[src/rtl/truth_table_pkg.sv]
// Shared types and constants for truth-table sweepers: FSM states, row count,
// row-to-bit mapping and common 3-input gate IDs (row 000 in bit 7).
package truth_table_pkg;

  typedef enum logic [1:0] {
    IDLE,
    RUN,
    DONE
  } state_e;

  localparam int unsigned ROWS = 8;

  localparam logic [7:0] ID_0x6B = 8'h6B;
  localparam logic [7:0] ID_AND3 = 8'h01;
  localparam logic [7:0] ID_OR3  = 8'h7F;
  localparam logic [7:0] ID_XOR3 = 8'h69;

  // Row 000 lands in bit 7, row 111 in bit 0.
  function automatic logic [2:0] row_bit(input logic [2:0] row);
    return 3'(ROWS - 1) - row;
  endfunction

endpackage

[src/rtl/truth_table_sweeper_sync_2ff.sv]
// Two-flop synchronizer for the gate output; both stages reset to 0.
module sync_2ff (
  input  logic clk,
  input  logic rst_n,
  input  logic d,
  output logic q
);

  logic meta_q;

  always_ff @(posedge clk or negedge rst_n) begin
    if (!rst_n) begin
      meta_q <= 1'b0;
      q      <= 1'b0;
    end else begin
      meta_q <= d;
      q      <= meta_q;
    end
  end

endmodule

[src/rtl/truth_table_sweeper.sv]
// Walks a 3-input gate through all 8 rows, captures its truth table and
// compares it with EXPECTED. Define SWEEP_SYNC_EN to synchronize gate_out.
module truth_table_sweeper
  import truth_table_pkg::*;
#(
  parameter int unsigned SETTLE_CYCLES = 16,
  parameter logic [7:0]  EXPECTED      = ID_0x6B
) (
  input  logic       clk,
  input  logic       rst_n,
  input  logic       start,
  input  logic       abort,
  input  logic       gate_out,
  output logic       in1,
  output logic       in2,
  output logic       in3,
  output logic       busy,
  output logic       done,
  output logic [7:0] table_out,
  output logic       match
);

  localparam int unsigned CNT_W = $clog2(SETTLE_CYCLES + 1);
  localparam logic [CNT_W-1:0] RELOAD = CNT_W'(SETTLE_CYCLES - 1);

  logic sample;

`ifdef SWEEP_SYNC_EN
  localparam int unsigned MIN_SETTLE = 3;
  sync_2ff u_sync (
    .clk  (clk),
    .rst_n(rst_n),
    .d    (gate_out),
    .q    (sample)
  );
`else
  localparam int unsigned MIN_SETTLE = 1;
  assign sample = gate_out;
`endif

  if (SETTLE_CYCLES < MIN_SETTLE || SETTLE_CYCLES > 65535) begin : g_bad_settle
    $error("truth_table_sweeper: SETTLE_CYCLES out of range");
  end

  state_e           state_q, state_d;
  logic [2:0]       row_q, row_d;
  logic [CNT_W-1:0] cnt_q, cnt_d;
  logic [7:0]       shadow_q, shadow_d;
  logic [2:0]       ins_q, ins_d;
  logic             busy_q, busy_d;
  logic             done_q, done_d;
  logic [7:0]       table_q, table_d;
  logic             match_q, match_d;

  always_comb begin
    state_d  = state_q;
    row_d    = row_q;
    cnt_d    = cnt_q;
    shadow_d = shadow_q;
    ins_d    = ins_q;
    busy_d   = busy_q;
    done_d   = 1'b0;
    table_d  = table_q;
    match_d  = match_q;
    unique case (state_q)
      IDLE: begin
        if (start && !abort) begin
          state_d  = RUN;
          row_d    = '0;
          cnt_d    = RELOAD;
          shadow_d = '0;
          ins_d    = '0;
          busy_d   = 1'b1;
        end
      end
      RUN: begin
        if (abort) begin
          state_d = IDLE;
          ins_d   = '0;
          busy_d  = 1'b0;
        end else if (cnt_q != '0) begin
          cnt_d = cnt_q - CNT_W'(1);
        end else begin
          shadow_d[row_bit(row_q)] = sample;
          if (row_q == 3'(ROWS - 1)) begin
            // Outputs are registered, so publish the table as we enter DONE.
            state_d = DONE;
            ins_d   = '0;
            busy_d  = 1'b0;
            done_d  = 1'b1;
            table_d = shadow_d;
            match_d = (shadow_d == EXPECTED);
          end else begin
            row_d = row_q + 3'd1;
            cnt_d = RELOAD;
            ins_d = row_q + 3'd1;
          end
        end
      end
      DONE:    state_d = IDLE;
      default: state_d = IDLE;
    endcase
  end

  always_ff @(posedge clk or negedge rst_n) begin
    if (!rst_n) begin
      state_q  <= IDLE;
      row_q    <= '0;
      cnt_q    <= '0;
      shadow_q <= '0;
      ins_q    <= '0;
      busy_q   <= 1'b0;
      done_q   <= 1'b0;
      table_q  <= '0;
      match_q  <= 1'b0;
    end else begin
      state_q  <= state_d;
      row_q    <= row_d;
      cnt_q    <= cnt_d;
      shadow_q <= shadow_d;
      ins_q    <= ins_d;
      busy_q   <= busy_d;
      done_q   <= done_d;
      table_q  <= table_d;
      match_q  <= match_d;
    end
  end

  assign {in1, in2, in3} = ins_q;
  assign busy            = busy_q;
  assign done            = done_q;
  assign table_out       = table_q;
  assign match           = match_q;

endmodule

[config.mk]
export PLATFORM = sky130hd
export DESIGN_NAME = truth_table_sweeper
export DESIGN_NICKNAME = d
export VERILOG_FILES = /design/src/rtl/truth_table_pkg.sv /design/src/rtl/truth_table_sweeper_sync_2ff.sv /design/src/rtl/truth_table_sweeper.sv
export SDC_FILE = /design/constraint.sdc
export NUM_CORES = 1
export LEC_CHECK = 0
export BUFFER_PORTS_ARGS = -buffer_cell sky130_fd_sc_hd__buf_2
export CORE_ASPECT_RATIO = 1.1
export CORE_MARGIN = 4
export CORE_UTILIZATION = 50
export CTS_CLUSTER_DIAMETER = 150
export DETAILED_ROUTE_END_ITERATION = 7
export PLACE_DENSITY_LB_ADDON = 0.12
export SLEW_MARGIN = 30
export SYNTH_ARGS = -nofsm -noshare
export SYNTH_HDL_FRONTEND = slang
export SYNTH_HIERARCHICAL = 1
export SYNTH_SLANG_ARGS = --single-unit
[constraint.sdc]
create_clock -name clk -period 2.79 [get_ports clk]
set_clock_uncertainty 0.15 [all_clocks]
set_input_delay 0.558 -clock clk [delete_from_list [all_inputs] [get_ports clk]]
set_output_delay 0.558 -clock clk [all_outputs]
set_load 0.05 [all_outputs]
## Yosys cells after proc, flatten, opt, wreduce, memory -nomap -nowiden

Index checks and enable logic that the tools add are counted.

- Input bits: 5
- Logic and storage cells: 74
- Flip-flop bits (word level): 32

- Add/sub/neg operators: 3
- Mux-type cells: 35
- Reductions and logical operators: 13
- Magnitude comparators: 2
- Eq/ne operators: 10
- Bitwise logic cells: 2

Operators with widths:

| cell | number |
|---|---|
| 2-to-1 mux 8 bit | 3 |
| 2-to-1 mux 3 bit | 7 |
| 2-to-1 mux 5 bit | 4 |
| one-hot mux 8 bit (2 select lines) | 1 |
| AND reduction 4 bit | 4 |
| one-hot mux 3 bit (2 select lines) | 2 |
| one-hot mux 5 bit (2 select lines) | 1 |
| 2-to-1 mux 1 bit | 9 |
| != test 3 bit, second input constant | 3 |
| bitwise mux 8 bit | 1 |
| == test 8 x 7 -> 1 bit, second input constant | 1 |
| 2-to-1 mux 2 bit | 4 |
| != test 2 bit, second input constant | 4 |
| AND reduction 3 bit | 2 |
| AND reduction 5 bit | 1 |
| nonzero test 5 bit | 1 |
| subtractor 5 x 1 -> 5 bit, second input constant | 1 |
| less-than comparator 3 x 4 -> 1 bit, second input constant | 1 |
| one-hot mux 2 bit (2 select lines) | 1 |
| adder 3 x 1 -> 3 bit, second input constant | 1 |
| demux 1 bit (select 3 bit) | 1 |
| == test 3 bit, second input constant | 1 |
| greater-or-equal comparator 3 x 1 -> 1 bit, second input constant | 1 |
| subtractor 3 bit, first input constant | 1 |
| other kinds (7) | 9 |

## Depth between registers and ports, before layout

Gate-level depths: netlist (run 1).

- Depth after elaboration: 9
- Gate-level depth with buffers: 7

## Worst setup path after synthesis (run 1)

Ideal clock, no wire load.

- Path type: reg-to-reg
- From: register cnt_q[0]
- To: register row_q[0]
- Data arrival time: 1.735 ns
- Data required time: 2.515 ns
- Cell stages (with the launch flop): 7
- Library setup time: 0.125 ns
- Slack: 0.780 ns
- Path through: dfrtp_1 > inv_1 > ha_1 > nor4b_4 > a31oi_1 > nor2_1 > mux2_2

- Longest elaborated chain between the ends: 3

RTL lines:

| item | RTL line | source |
|---|---|---|
| from (decl) | truth_table_sweeper.sv:47 | `logic [CNT_W-1:0] cnt_q, cnt_d;` |
| from (signal assigned) | truth_table_sweeper.sv:119 | `cnt_q <= cnt_d;` |
| nonzero test 5 bit | truth_table_sweeper.sv:81 | `end else if (cnt_q != '0) begin` |
| != test 2 bit (no line) | - |  |
| AND reduction 5 bit (no line) | - |  |
| to (signal assigned) | truth_table_sweeper.sv:118 | `row_q <= row_d;` |
| to (decl) | truth_table_sweeper.sv:46 | `logic [2:0] row_q, row_d;` |

Every way passes these cells.
A chain may end at the register's enable or synchronous reset.

## Worst setup path in the final report (run 1)

Same ends and word-level chain as after synthesis.

==> results of run 1 <==
logic make-up (layout without fill, tap and decap cells):
family	Yosys count	after routing	synth area share [%]
mux	12	12	7.12
fa+ha+maj	3	3	2.14
compound gates	55	55	19.7
buf+inv	17	34	3.70
simple gates	63	63	21.7
flops	32	32	45.6
sequential cells by signal (all words and copies together), names as in the netlist, 2 cells and up:
name,count
state_q,2
row_q,3
ins_q,3
cnt_q,5
shadow_q,8
table_out,8
critical path: cells and delay by family (launching register included):
| kind | cells | cell delay [ns] |
|---|---|---|
| simple gates | 2 | 0.72 |
| buf+inv | 1 | 0.09 |
| fa+ha+maj | 1 | 0.22 |
| mux | 1 | 0.36 |
| compound gates | 1 | 0.25 |
| flops | 1 | 0.40 |
area by class of cell:
class / count / area, sq um
inverter: 5 / 18.8
timing repair buffer: 21 / 113
sequential: 32 / 801
fill: 320 / 1420
tap: 48 / 60.1
multi-input combinational: 133 / 891
clock buffer: 8 / 58.8
how the worst max path moves through the flow:
stage | from | end | slack (ns)
after global routing | cnt_q[0]$_DFFE_PN0P_ | table_out[1]$_DFFE_PN0P_ | 0.32
after global placement | cnt_q[0]$_DFFE_PN0P_ | shadow_q[1]$_DFFE_PN0P_ | 0.62
after CTS | cnt_q[0]$_DFFE_PN0P_ | row_q[0]$_DFFE_PN0P_ | 0.49
after detailed placement | cnt_q[0]$_DFFE_PN0P_ | row_q[0]$_DFFE_PN0P_ | 0.53
after floorplan | cnt_q[0]$_DFFE_PN0P_ | row_q[0]$_DFFE_PN0P_ | 0.78
final | cnt_q[0]$_DFFE_PN0P_ | row_q[0]$_DFFE_PN0P_ | 0.48
per-stage QoR:
stage | hold WS (ns) | worst slack [ns]
floorplan | 0.112 | 0.780
global placement | 0.319 | 0.621
detailed placement | 0.324 | 0.527
CTS | 0.130 | 0.488
global route | 0.148 | 0.316
finish | 0.113 | 0.479
synthesized netlist by cell type, types with 2 or more instances:
cell	instances	area [sq um]
a21boi_0	2	15.0
o31ai_1	7	52.6
nand2_1	15	56.3
and3b_1	3	26.3
o22ai_1	2	12.5
o21ai_0	22	110
o41ai_1	2	17.5
a21oi_1	9	45.0
nand2b_1	3	18.8
clkbuf_1	11	41.3
and3_1	2	12.5
ha_1	3	37.5
mux2i_1	8	80.1
nor3_1	5	25.0
nand4_1	2	12.5
inv_1	5	18.8
dfrtp_1	32	801
nor3b_1	6	45.0
nor2b_1	4	25.0
nor2_1	9	33.8
mux2_2	4	45.0
nand3_1	2	10.0
o21a_1	2	15.0
a31oi_1	2	12.5
or3b_2	4	35.0
per-layer routing:
metal	vias to the layer above	part of all wire [%]
met1	729	44
li1	708	-
met2	39	48
met5	-	0
met3	8	5.7
met4	0	1.8
placed cells by master (no fill, tap or decap), drive strengths merged, types with 2 or more instances in the layout:
master  instances
mux2            4
nand3           2
a31oi           2
a21oi           9
nand2b          3
mux2i           8
clkbuf          8
nor2            9
dfrtp          32
o21ai          22
buf            21
ha              3
nor3b           6
o21a            2
and3b           3
nor2b           4
nand4           3
or3b            4
nor4b           2
a21boi          2
o31ai           7
and3            2
nor3            5
inv             5
o41ai           2
nand2          15
o22ai           2
report_power, final:
| group | internal, uW | switching (uW) |
|---|---|---|
| Clock | 124 | 156 |
| Combinational | 73.8 | 139 |
| Sequential | 487 | 21.2 |
| Total | 685 | 317 |
==> impl_metrics.ini, run 1 <==
[clock_tree]
postCtsSetupRepairBufs = 0
post_cts_resized = 0
cts.clk_slew.worst_paths_ns = 0.11
cts-root-buf = clkbuf_4
cts-buffers-inserted = 5
cts.htree.levels = 2
worstSkewPairLatency_ns = 0.34
ctsHoldBuffers = 0
cts_buffer_depth = 2
numClockSinks = 32
cts_tree = done

[route]
antenna_left = 0
vias = 1484
wl_per_cell_microns = 15.5
vias_per_cell = 6.01
drtIter0Drc = 96
drt_pass1_iterations = 4
wirelength_microns = 3840
drc = 0

[layout]
layout-drive-gt1-share_pct = 19.1
syn_to_final_growth_pct = 10.5
antenna_cells = 0
nets = 206
final_cells = 247
finalInstanceArea_sq_um = 1940
post-route-util_pct = 57.8

[logic_synthesis]
seq_area_frac_synth_pct = 45.6
netlist_instances = 182
ys_warn_count = 6
synth_edf_count = 0
synth_area_sq_um = 1760
synth_flop_cell = dfrtp_1
synth_cell_types = 41
syn-num-nets = 190
avgSynthCellArea_sq_um = 9.65
ys_ff_latch = 32
async_flop_share_pct = 100

[sta]
fin_crit_sh_pct = 82.8
tns_ns = 0
hold_viol_final = 0
relSlewSlack_pct = 51.5
final-setup-viol-count = 0
rsz0062_at_grt = false
tightest_slew_ns = 0.728
slew_violations = 0
fmax_ghz = 0.433
period_minus_slack_ns = 2.31

[power]
ir_drop_v = 0.000248
power_density_nw_per_um2 = 516
power.total_uw = 1000
power.leakage_uw = 0.000881

[place]
place_inst = 239
placed_area_sq_um = 1880
portBuffers = 18
hpwl_microns = 2650
gp_congestion = 0.827

[min_path]
hold_class = input port to asynchronous set/reset pin

[grt]
grt_max_degree = 33
use_met1_pct = 23.3
grt.overflow.total = 0
grt_pass1_vias = 1428
global_route.usage.met2_pct = 31.3
grt_pass1_wl_microns = 6750
grt_util_met3_pct = 5.47
gr-max-usage-layer = met2
grt_util_all_layers_pct = 18.9
antenna_found_initial = 0

[run_status]
status = complete, no violations

[worst_setup_path]
slowest_delay_ns = 0.49
crit_type = register to register
crit_path_cell_trace = inv_1 > ha_1 > nor4b_4 > a31oi_1 > nor2_1 > mux2_2
rrSetupSlack_ns = 0.48
worst_path_max_delay_cell = nor4b_4
r2r_end = row_q[0]$_DFFE_PN0P_
reg2regPathDepth = 6
cp_max_fo = 9
cp.required_ns = 2.86
worst_setup_path_start_kind = register
arrival_ns = 2.38
r2r-start = cnt_q[0]$_DFFE_PN0P_
worst_setup_path_end_kind = register

[die]
dieArea_sq_um = 4530
die_h_microns = 70.2
core_area_sq_um = 3360
ios = 19
die_w_microns = 64.5
rows = 22
initial_core_util_pct = 52.3

[run]
cap_violations = 0
Power figures use the tool's default switching activity.
==> run 2: changes to the inputs <==
Clock period 2.79 ns to 2.2 ns, I/O delays scaled along.
==> run 2 against run 1 <==
Effect of this change: the run now ends with negative hold slack left; critical path depth increased by 1; wire length grew 3.3%; setup slack lost 0.36 ns; fmax up 11%; design area is 3.0% higher; utilization rose by 1.8 points; count of clock-buffer cells in the layout down 2; critical endpoint unchanged.
==> impl_metrics.ini, run 2 (synthesis results as in run 1) <==
[die]
initial_core_util_pct = 52.3
die_h_microns = 70.2
ios = 19
dieArea_sq_um = 4530
rows = 22
die_w_microns = 64.5
core_area_sq_um = 3360

[clock_tree]
numClockSinks = 32
cts-root-buf = clkbuf_4
cts.htree.levels = 2
worstSkewPairLatency_ns = 0.33
cts-buffers-inserted = 5
cts_buffer_depth = 2
cts.clk_slew.worst_paths_ns = 0.11
cts_tree = done

[place]
gp_congestion = 0.911
portBuffers = 18
dp_slack_ns = 0.114
hpwl_microns = 2770

[worst_setup_path]
cp_max_fo = 9
worst_setup_path_start_kind = register
r2r-start = cnt_q[0]$_DFFE_PN0P_
r2r_end = row_q[0]$_DFFE_PN0P_
crit_type = register to register
reg2regPathDepth = 7
arrival_ns = 2.15
worst_setup_path_end_kind = register
rrSetupSlack_ns = 0.12
cp.required_ns = 2.27

[layout]
syn_to_final_growth_pct = 13.9
antenna_cells = 0
final_common_cell = dfrtp_1
final_cell_mix = dfrtp_1 (32), o21ai_0 (22), buf_2 (18), nand2_1 (15)
layout-drive-gt1-share_pct = 22.9
nets = 212

[route]
drc = 0
vias = 1474
wirelength_microns = 3960
drtIter0Drc = 109
antenna_left = 0
wl_per_cell_microns = 15.7
vias_per_cell = 5.83
drt_pass1_iterations = 4

[run]
cap_violations = 0

[grt]
grt_max_degree = 33
grt.overflow.total = 0
grt_pass1_wl_microns = 6760
antenna_found_initial = 0
grt_pass1_vias = 1401
grt_util_all_layers_pct = 19.1

[sta]
final-setup-viol-count = 0
tns_ns = 0
tightest_slew_ns = 0.706
slew_violations = 0
fin_crit_sh_pct = 94.6
hold_viol_final = 18
relSlewSlack_pct = 52.9
fmax_ghz = 0.481
whs_ns = -0.0119
rsz0062_at_grt = false
fin_ws_ns = 0.120
period_minus_slack_ns = 2.08

[power]
power.leakage_uw = 0.000913
power_density_nw_per_um2 = 639
ir_drop_v = 0.000400

[min_path]
hold_class = input port to asynchronous set/reset pin

[run_status]
violations = negative hold slack
status = finished with violations
==> run 2: changes by cell type in the layout (fill, tap and decap cells not counted), sizes merged <==
cell,change
clkbuf,-2
buf,+6
clkinv,+2
==> run 2: timing repair <==
item	4_1_cts	5_1_grt
hold buffers	0	0
gates resized for setup	0	2
endpoints found under the setup margin	0	3
setup buffers	0	1
==> run 2: power by group <==
group          total, uW  internal (uW)  switching [uW]
clock network        357            152             205
registers            655            617            37.7
logic                267           98.2             169
==> run 2: worst max-delay path, cell delays in order (launching register included) <==
cell	delay (ns)
dfrtp_1	0.40
inv_1	0.09
ha_1	0.23
nor4b_4	0.21
buf_4	0.21
a31oi_1	0.13
nor2_2	0.19
mux2_2	0.36
==> run 2: stage by stage <==
stage	instances	util, %	instance area [sq um]	total power, uW	hold slack [ns]
after floorplan	182	-	1760	850	-0.00559
after global placement	244	57.2	1920	916	0.313
after detailed placement	244	57.2	1920	929	0.314
after CTS	252	59.0	1980	1290	0.0151
after global routing	253	59.6	2000	1360	0.0333
final	253	59.6	2000	1280	-0.0119
==> run 2: worst max path at each step <==
stage | from | end | cells after the start
detailed placement | cnt_q[0]$_DFFE_PN0P_ | match$_DFFE_PN0P_ | 7
global route | cnt_q[0]$_DFFE_PN0P_ | row_q[0]$_DFFE_PN0P_ | 7
floorplan | cnt_q[0]$_DFFE_PN0P_ | row_q[0]$_DFFE_PN0P_ | 6
global placement | cnt_q[0]$_DFFE_PN0P_ | match$_DFFE_PN0P_ | 6
CTS | cnt_q[0]$_DFFE_PN0P_ | match$_DFFE_PN0P_ | 7
finish | cnt_q[0]$_DFFE_PN0P_ | row_q[0]$_DFFE_PN0P_ | 7
==> run 2: per-layer routing <==
layer	up-vias	GRT usage [%]	routed length [microns]
met2	36	29.2	1870
met4	0	8.22	78
met1	714	25.1	1810
met5	-	0	0
li1	713	-	-
met3	11	5.47	198
==> run 2: final cells by class <==
class / count / area, sq um
inverters: 5 / 18.8
flip-flops and latches: 32 / 801
clock inverters: 2 / 10.0
fillers: 320 / 1360
multi-input cells: 133 / 902
well taps: 48 / 60.1
clock buffers: 6 / 51.3
repair buffers: 27 / 158
